$ cat src/rtl/wb_regfile_pkg.sv
// Shared core definitions for the writeback stage and the forwarding unit.
//   - writeback source select encodings
//   - active-low register write-enable levels
//   - default data and register-address widths
package wb_regfile_pkg;

    localparam int DW_DEF = 32;
    localparam int AW_DEF = 5;

    typedef enum logic [1:0] {
        WB_ALU  = 2'b00,
        WB_LOAD = 2'b01,
        WB_PC4  = 2'b10,
        WB_RSVD = 2'b11
    } sel_wb_e;

    // Register write enable is active-low.
    localparam logic WEN_ON  = 1'b0;
    localparam logic WEN_OFF = 1'b1;

endpackage

$ cat src/rtl/wb_mux.sv
// Combinational 4:1 writeback source select; also used by the forwarding unit.
// Ports:
//   sel      : writeback source select (sel_wb_e encoding)
//   alu_out  : ALU result
//   load_data: load data
//   pc_add4  : link value (PC+4)
//   wb_data  : selected writeback value
module wb_mux
    import wb_regfile_pkg::*;
#(
    parameter int DW = DW_DEF
) (
    input  logic [1:0]    sel,
    input  logic [DW-1:0] alu_out,
    input  logic [DW-1:0] load_data,
    input  logic [DW-1:0] pc_add4,
    output logic [DW-1:0] wb_data
);

    always_comb begin
        wb_data = alu_out;
        case (sel_wb_e'(sel))
            WB_LOAD: wb_data = load_data;
            WB_PC4:  wb_data = pc_add4;
            // The reserved code falls back to the ALU result.
            default: wb_data = alu_out;
        endcase
    end

endmodule

$ cat src/rtl/wb_regfile.sv
// Writeback stage plus architectural register file.
// Selects the writeback value, commits it on posedge CLK, and serves two
// combinational read ports with same-cycle write-through bypass.
// Ports:
//   CLK, RSTN   : clock, asynchronous active-low reset
//   SelWB_W     : writeback source select
//   WEN_W       : register write enable, active-low
//   ALUOUT_W, LoadData_W, PCADD4_W : writeback candidates
//   WA_W        : write address
//   RA1, RA2    : read addresses
//   RD1, RD2    : read data (combinational, zero while in reset)
//   WBData_W    : selected writeback value for forwarding (never reset-gated)
module wb_regfile
    import wb_regfile_pkg::*;
#(
    parameter int DW = DW_DEF,
    parameter int AW = AW_DEF
) (
    input  logic          CLK,
    input  logic          RSTN,
    input  logic [1:0]    SelWB_W,
    input  logic          WEN_W,
    input  logic [DW-1:0] ALUOUT_W,
    input  logic [DW-1:0] LoadData_W,
    input  logic [DW-1:0] PCADD4_W,
    input  logic [AW-1:0] WA_W,
    input  logic [AW-1:0] RA1,
    input  logic [AW-1:0] RA2,
    output logic [DW-1:0] RD1,
    output logic [DW-1:0] RD2,
    output logic [DW-1:0] WBData_W
);

    localparam int NREG = 2 ** AW;

    logic [DW-1:0] regs [NREG];
    logic          wr_active;

    wb_mux #(.DW(DW)) u_wb_mux (
        .sel       (SelWB_W),
        .alu_out   (ALUOUT_W),
        .load_data (LoadData_W),
        .pc_add4   (PCADD4_W),
        .wb_data   (WBData_W)
    );

    assign wr_active = (WEN_W == WEN_ON);

    // R0 is an ordinary register here; there is no hardwired zero.
    always_ff @(posedge CLK or negedge RSTN) begin
        if (!RSTN) begin
            for (int i = 0; i < NREG; i++) begin
                regs[i] <= '0;
            end
        end else if (wr_active) begin
            regs[WA_W] <= WBData_W;
        end
    end

    // Write-through bypass covers a WB-to-ID distance of zero without a stall.
    always_comb begin
        RD1 = '0;
        RD2 = '0;
        if (RSTN) begin
            RD1 = (wr_active && (WA_W == RA1)) ? WBData_W : regs[RA1];
            RD2 = (wr_active && (WA_W == RA2)) ? WBData_W : regs[RA2];
        end
    end

endmodule

$ cat config.mk
export PLATFORM = sky130hd
export DESIGN_NAME = wb_regfile
export DESIGN_NICKNAME = d
export VERILOG_FILES = /design/src/rtl/wb_regfile_pkg.sv /design/src/rtl/wb_mux.sv /design/src/rtl/wb_regfile.sv
export SDC_FILE = /design/constraint.sdc
export NUM_CORES = 2
export LEC_CHECK = 0
export ABC_CLOCK_PERIOD_IN_PS = 12400
export BUFFER_PORTS_ARGS = -buffer_cell sky130_fd_sc_hd__buf_2
export CORE_MARGIN = 2
export CORE_UTILIZATION = 45
export DETAILED_ROUTE_END_ITERATION = 8
export SLEW_MARGIN = 0
export SYNTH_ARGS = -nofsm -noshare
export SYNTH_HDL_FRONTEND = slang
export SYNTH_HIERARCHICAL = 1
export SYNTH_SLANG_ARGS = --single-unit
$ cat constraint.sdc
create_clock -name CLK -period 12.4 [get_ports CLK]
set_input_delay 3.72 -clock CLK [delete_from_list [all_inputs] [get_ports CLK]]
set_output_delay 3.72 -clock CLK [all_outputs]
set_load 0.01 [all_outputs]
==> impl_summary.log <==
[metrics] maximum VDD drop: 0.116 mV
[metrics] final count of negative-setup-slack endpoints: 0
[metrics] required time of the critical path: 8.68 ns
[metrics] Synth Cell Area: 56,000 um^2
[metrics] Worst Path Max Fanout: 41
[metrics] Area growth syn-to-layout: 11.6%
[metrics] Avg Inst Size Synth: 14.8 um^2
[metrics] vias in the first global route: 37,400
[metrics] GP Congestion: 0.847
[metrics] Worst Max-Slew Pin Slew: 1.40 ns
[metrics] top-area cell type share of the netlist area: 0.457
[metrics] Crit-path slowest cell: sky130_fd_sc_hd__a211oi_1
[metrics] number of buffers added for setup after CTS: 0
[metrics] count of filler cells inserted in the layout: 10,600
[metrics] post-layout power: 10.2 mW
[metrics] number of warning messages in the yosys log: 6
[metrics] Gate Count Post-Synth: 3,797
[metrics] clock tree from TritonCTS: yes
[metrics] TNS Setup: 0 ns
[metrics] maximum number of pins on one net before global-route repair: 166
[metrics] Root Buffer: sky130_fd_sc_hd__clkbuf_16
[metrics] path type of the worst min-delay path: flop to flop
[metrics] maximum clock insertion buffer count: 3
[metrics] library cell with the largest summed area after synthesis: sky130_fd_sc_hd__dfrtp_1
[metrics] horizontal die dimension: 357 um
[metrics] number of flip-flops in the largest register: 1,024
[metrics] synthesized net count: 3,915
[metrics] post-route minimum period: 10.76 ns
[metrics] Top FF cell, synth: sky130_fd_sc_hd__dfrtp_1
[metrics] Residual DRC: 0
[metrics] CTS H-tree depth: 3
[metrics] type of the setup path with the least slack: input port to output pin
[metrics] height of the chip: 357 um
[metrics] number of synthesized flops with an enable pin: 0
[metrics] number of flip-flops and latches in the synthesized netlist: 1,024
[metrics] setup repair after global routing missed its margin: false
[metrics] routed via count divided by cell count: 6.68
[metrics] initial core utilization: 0.453
[metrics] register with the most flip-flops: regs
[metrics] Floorplan Core Area: 124,000 um^2
[metrics] Max Fclk: 92.9 MHz
[metrics] biggest registers after layout: regs: 1024 flops
[metrics] worst slew slack as a fraction of its limit: 0.0664
[metrics] cell family with the largest share of critical-path delay: compound AO/OA/AOI/OAI gates
[metrics] global-route wire length before repair: 270 mm
[metrics] critical path endpoint category: output pin
[metrics] leading cell types by total area after synthesis: sky130_fd_sc_hd__dfrtp_1 46%, sky130_fd_sc_hd__mux4_2 18%, sky130_fd_sc_hd__mux2_2 18%
[metrics] portion of the clock cycle consumed by the worst path in the final layout: 0.868
[metrics] hold bufs inserted after CTS: 0
[metrics] slowest stage delay, CP: 0.85 ns
[metrics] share of the yosys chip area belonging to registers: 0.457
[metrics] detailed router's first-iteration violation count: 3,573
[metrics] outcome: finished clean
[metrics] TritonCTS Sinks: 1,024
[metrics] final net count: 3,940
[metrics] worst-case clock skew: 0 ns
[metrics] IO Count: 212
[metrics] count of TritonRoute iterations in the first routing pass: 7
[metrics] port buffer count: 211
[metrics] number of rows created at floorplan: 129
[metrics] worst-path cell chain: buf_8, buf_4, mux4_2, nor2b_1, a211oi_1, a211oi_1, a211o_1, buf_2
[metrics] clock transition at the register clock pins on the worst setup and hold paths after CTS: 0.06 ns
[metrics] via count of the routed design: 37,100
[metrics] number of CTS-inserted buffers: 111
[metrics] PostCTS Resize Cnt: 0
[metrics] total count of hold-check failures in the final report: 0
[metrics] Pleak: 27.9 nW
[metrics] total routing usage reported by global routing: 0.292
[metrics] count of nets left with antenna violations after detail routing: 0
[metrics] async set-reset flop share out of synthesis: 1.00
[metrics] fraction of layout instances using a drive strength above 1: 0.499
[metrics] critical path launch point type: input port
[metrics] number of antenna violations at the first check in global routing: 7
[metrics] detailed placement HPWL: 111 mm
[metrics] number of buffers and inverters on the critical path: 3
[metrics] Pwr Density: 162 nW/um^2
[metrics] final routed wire length divided by cell count: 33.3 um
[metrics] area of the die: 127,000 um^2
[metrics] synth unique cells: 47
[metrics] Most Frequent Cell on Critical Path: sky130_fd_sc_hd__a211oi_1
[metrics] Arrival @ worst endpoint: 7.04 ns
[metrics] total count of max-transition violations in the final report: 0
[metrics] detailed-route wire length: 185 mm
[metrics] global-route congestion overflow total: 0
[metrics] max-cap viol count: 0
[metrics] insertion delay of the later-clocked pin in the worst-skew pair: 0.70 ns
[where the power goes]
part	total (mW)	leakage [nW]	switching (mW)	internal, mW
clock	3.67	1.99	1.42	2.25
combinational	2.04	12.4	0.900	1.14
sequential	4.44	13.5	0.474	3.97
[final timing paths]
path	slack, ns	endpoint	cells after the start	startpoint
hold / removal	0.50	regs[87]$_DFFE_PN0P_	1	regs[87]$_DFFE_PN0P_
max in group asynchronous	5.83	regs[470]$_DFFE_PN0P_	5	RSTN
hold reg to reg	0.50	regs[87]$_DFFE_PN0P_	1	regs[87]$_DFFE_PN0P_
setup / recovery	1.64	RD2[20]	8	RA2[0]
setup reg to reg	11.57	regs[578]$_DFFE_PN0P_	1	regs[578]$_DFFE_PN0P_
min in group asynchronous	3.01	regs[873]$_DFFE_PN0P_	1	RSTN
[per-stage QoR]
step	area, um^2	std cells	util	worst slack, ns	hold WS [ns]
floorplan	56000	3797	-	3.32	0.470
detailed placement	58500	5346	0.473	1.74	0.492
CTS	62500	5550	0.506	1.74	0.505
global route	62500	5550	0.506	1.54	0.524
finish	62500	5553	0.506	1.64	0.503
global placement	58500	5345	0.473	1.74	0.483
[cell type report]
type	instances	area [um^2]	share of cell area
diodes	3	7.51	0.000120
clock buffers	155	3220	0.0514
clock inverters	49	801	0.0128
inverters	3	11.3	0.000180
multi-input cells	2352	28700	0.458
flip-flops and latches	1024	25600	0.410
well taps	1637	2050	0.0328
repair buffers	330	2170	0.0347
[cells in the mapped netlist (2+ instances only)]
cell                           n
sky130_fd_sc_hd__a21oi_1      54
sky130_fd_sc_hd__nor2_1       22
sky130_fd_sc_hd__nor2b_1      33
sky130_fd_sc_hd__nor3_1       22
sky130_fd_sc_hd__and2_1        6
sky130_fd_sc_hd__a221oi_2     21
sky130_fd_sc_hd__mux2_1      144
sky130_fd_sc_hd__mux2i_1     160
sky130_fd_sc_hd__nand3b_1      4
sky130_fd_sc_hd__a221oi_1     26
sky130_fd_sc_hd__xnor2_1       8
sky130_fd_sc_hd__a211oi_1     61
sky130_fd_sc_hd__buf_12        5
sky130_fd_sc_hd__xor2_1        2
sky130_fd_sc_hd__buf_8         8
sky130_fd_sc_hd__ha_1          2
sky130_fd_sc_hd__buf_2       162
sky130_fd_sc_hd__buf_1        32
sky130_fd_sc_hd__buf_6        19
sky130_fd_sc_hd__dfrtp_1    1024
sky130_fd_sc_hd__nor3b_1      31
sky130_fd_sc_hd__nand3_1       2
sky130_fd_sc_hd__nand2_1      89
sky130_fd_sc_hd__buf_4        18
sky130_fd_sc_hd__clkbuf_1    174
sky130_fd_sc_hd__o21ai_0      14
sky130_fd_sc_hd__a2111oi_0    10
sky130_fd_sc_hd__mux4_2      448
sky130_fd_sc_hd__o21ai_1      46
sky130_fd_sc_hd__a221o_1      42
sky130_fd_sc_hd__nand2b_1      6
sky130_fd_sc_hd__o21bai_1      6
sky130_fd_sc_hd__inv_1         3
sky130_fd_sc_hd__a211o_1      32
sky130_fd_sc_hd__a22oi_1     170
sky130_fd_sc_hd__mux2_2      880
[cell families (layout without fill, tap and decap cells)]
group,after synthesis,after routing,share of synthesized area
mux,1632,1632,0.414
flops,1024,1024,0.457
fa+ha+maj,2,2,0.000447
xor+xnor,10,10,0.00156
other cells,0,3,0
simple gates,222,222,0.0204
compound gates,486,486,0.0671
buf+inv,421,537,0.0386
[layer usage]
layer,routed length (um),GRT usage
met2,84600,0.448
met3,15700,0.0632
met5,45,0
met4,5960,0.0944
met1,78600,0.414
[layout by cell type (no fill, tap or decap), types with 4 or more instances in the layout]
| cell type | instances |
|---|---|
| sky130_fd_sc_hd__dfrtp_1 | 1024 |
| sky130_fd_sc_hd__mux2_2 | 880 |
| sky130_fd_sc_hd__mux4_2 | 448 |
| sky130_fd_sc_hd__buf_2 | 203 |
| sky130_fd_sc_hd__a22oi_1 | 170 |
| sky130_fd_sc_hd__mux2i_1 | 160 |
| sky130_fd_sc_hd__mux2_1 | 144 |
| sky130_fd_sc_hd__clkbuf_16 | 113 |
| sky130_fd_sc_hd__buf_4 | 107 |
| sky130_fd_sc_hd__nand2_1 | 73 |
| sky130_fd_sc_hd__a211oi_1 | 61 |
| sky130_fd_sc_hd__a21oi_1 | 54 |
| sky130_fd_sc_hd__a221o_1 | 42 |
| sky130_fd_sc_hd__a211o_1 | 32 |
| sky130_fd_sc_hd__nor3b_1 | 31 |
| sky130_fd_sc_hd__o21ai_2 | 31 |
| sky130_fd_sc_hd__nor2b_1 | 27 |
| sky130_fd_sc_hd__a221oi_1 | 26 |
| sky130_fd_sc_hd__clkinv_2 | 25 |
| sky130_fd_sc_hd__clkbuf_8 | 24 |
| sky130_fd_sc_hd__nor3_1 | 22 |
| sky130_fd_sc_hd__bufinv_16 | 22 |
| sky130_fd_sc_hd__a221oi_2 | 21 |
| sky130_fd_sc_hd__nor2_4 | 20 |
| sky130_fd_sc_hd__clkbuf_1 | 19 |
| sky130_fd_sc_hd__o21ai_1 | 16 |
| sky130_fd_sc_hd__nand2_2 | 15 |
| sky130_fd_sc_hd__o21ai_0 | 12 |
| sky130_fd_sc_hd__buf_12 | 12 |
| sky130_fd_sc_hd__a2111oi_0 | 10 |
| sky130_fd_sc_hd__xnor2_1 | 8 |
| sky130_fd_sc_hd__nor2b_4 | 6 |
| sky130_fd_sc_hd__nand2b_1 | 6 |
| sky130_fd_sc_hd__o21bai_1 | 6 |
| sky130_fd_sc_hd__buf_8 | 5 |
| sky130_fd_sc_hd__nand3b_1 | 4 |
No activity file was read; power rests on OpenSTA's default activity.
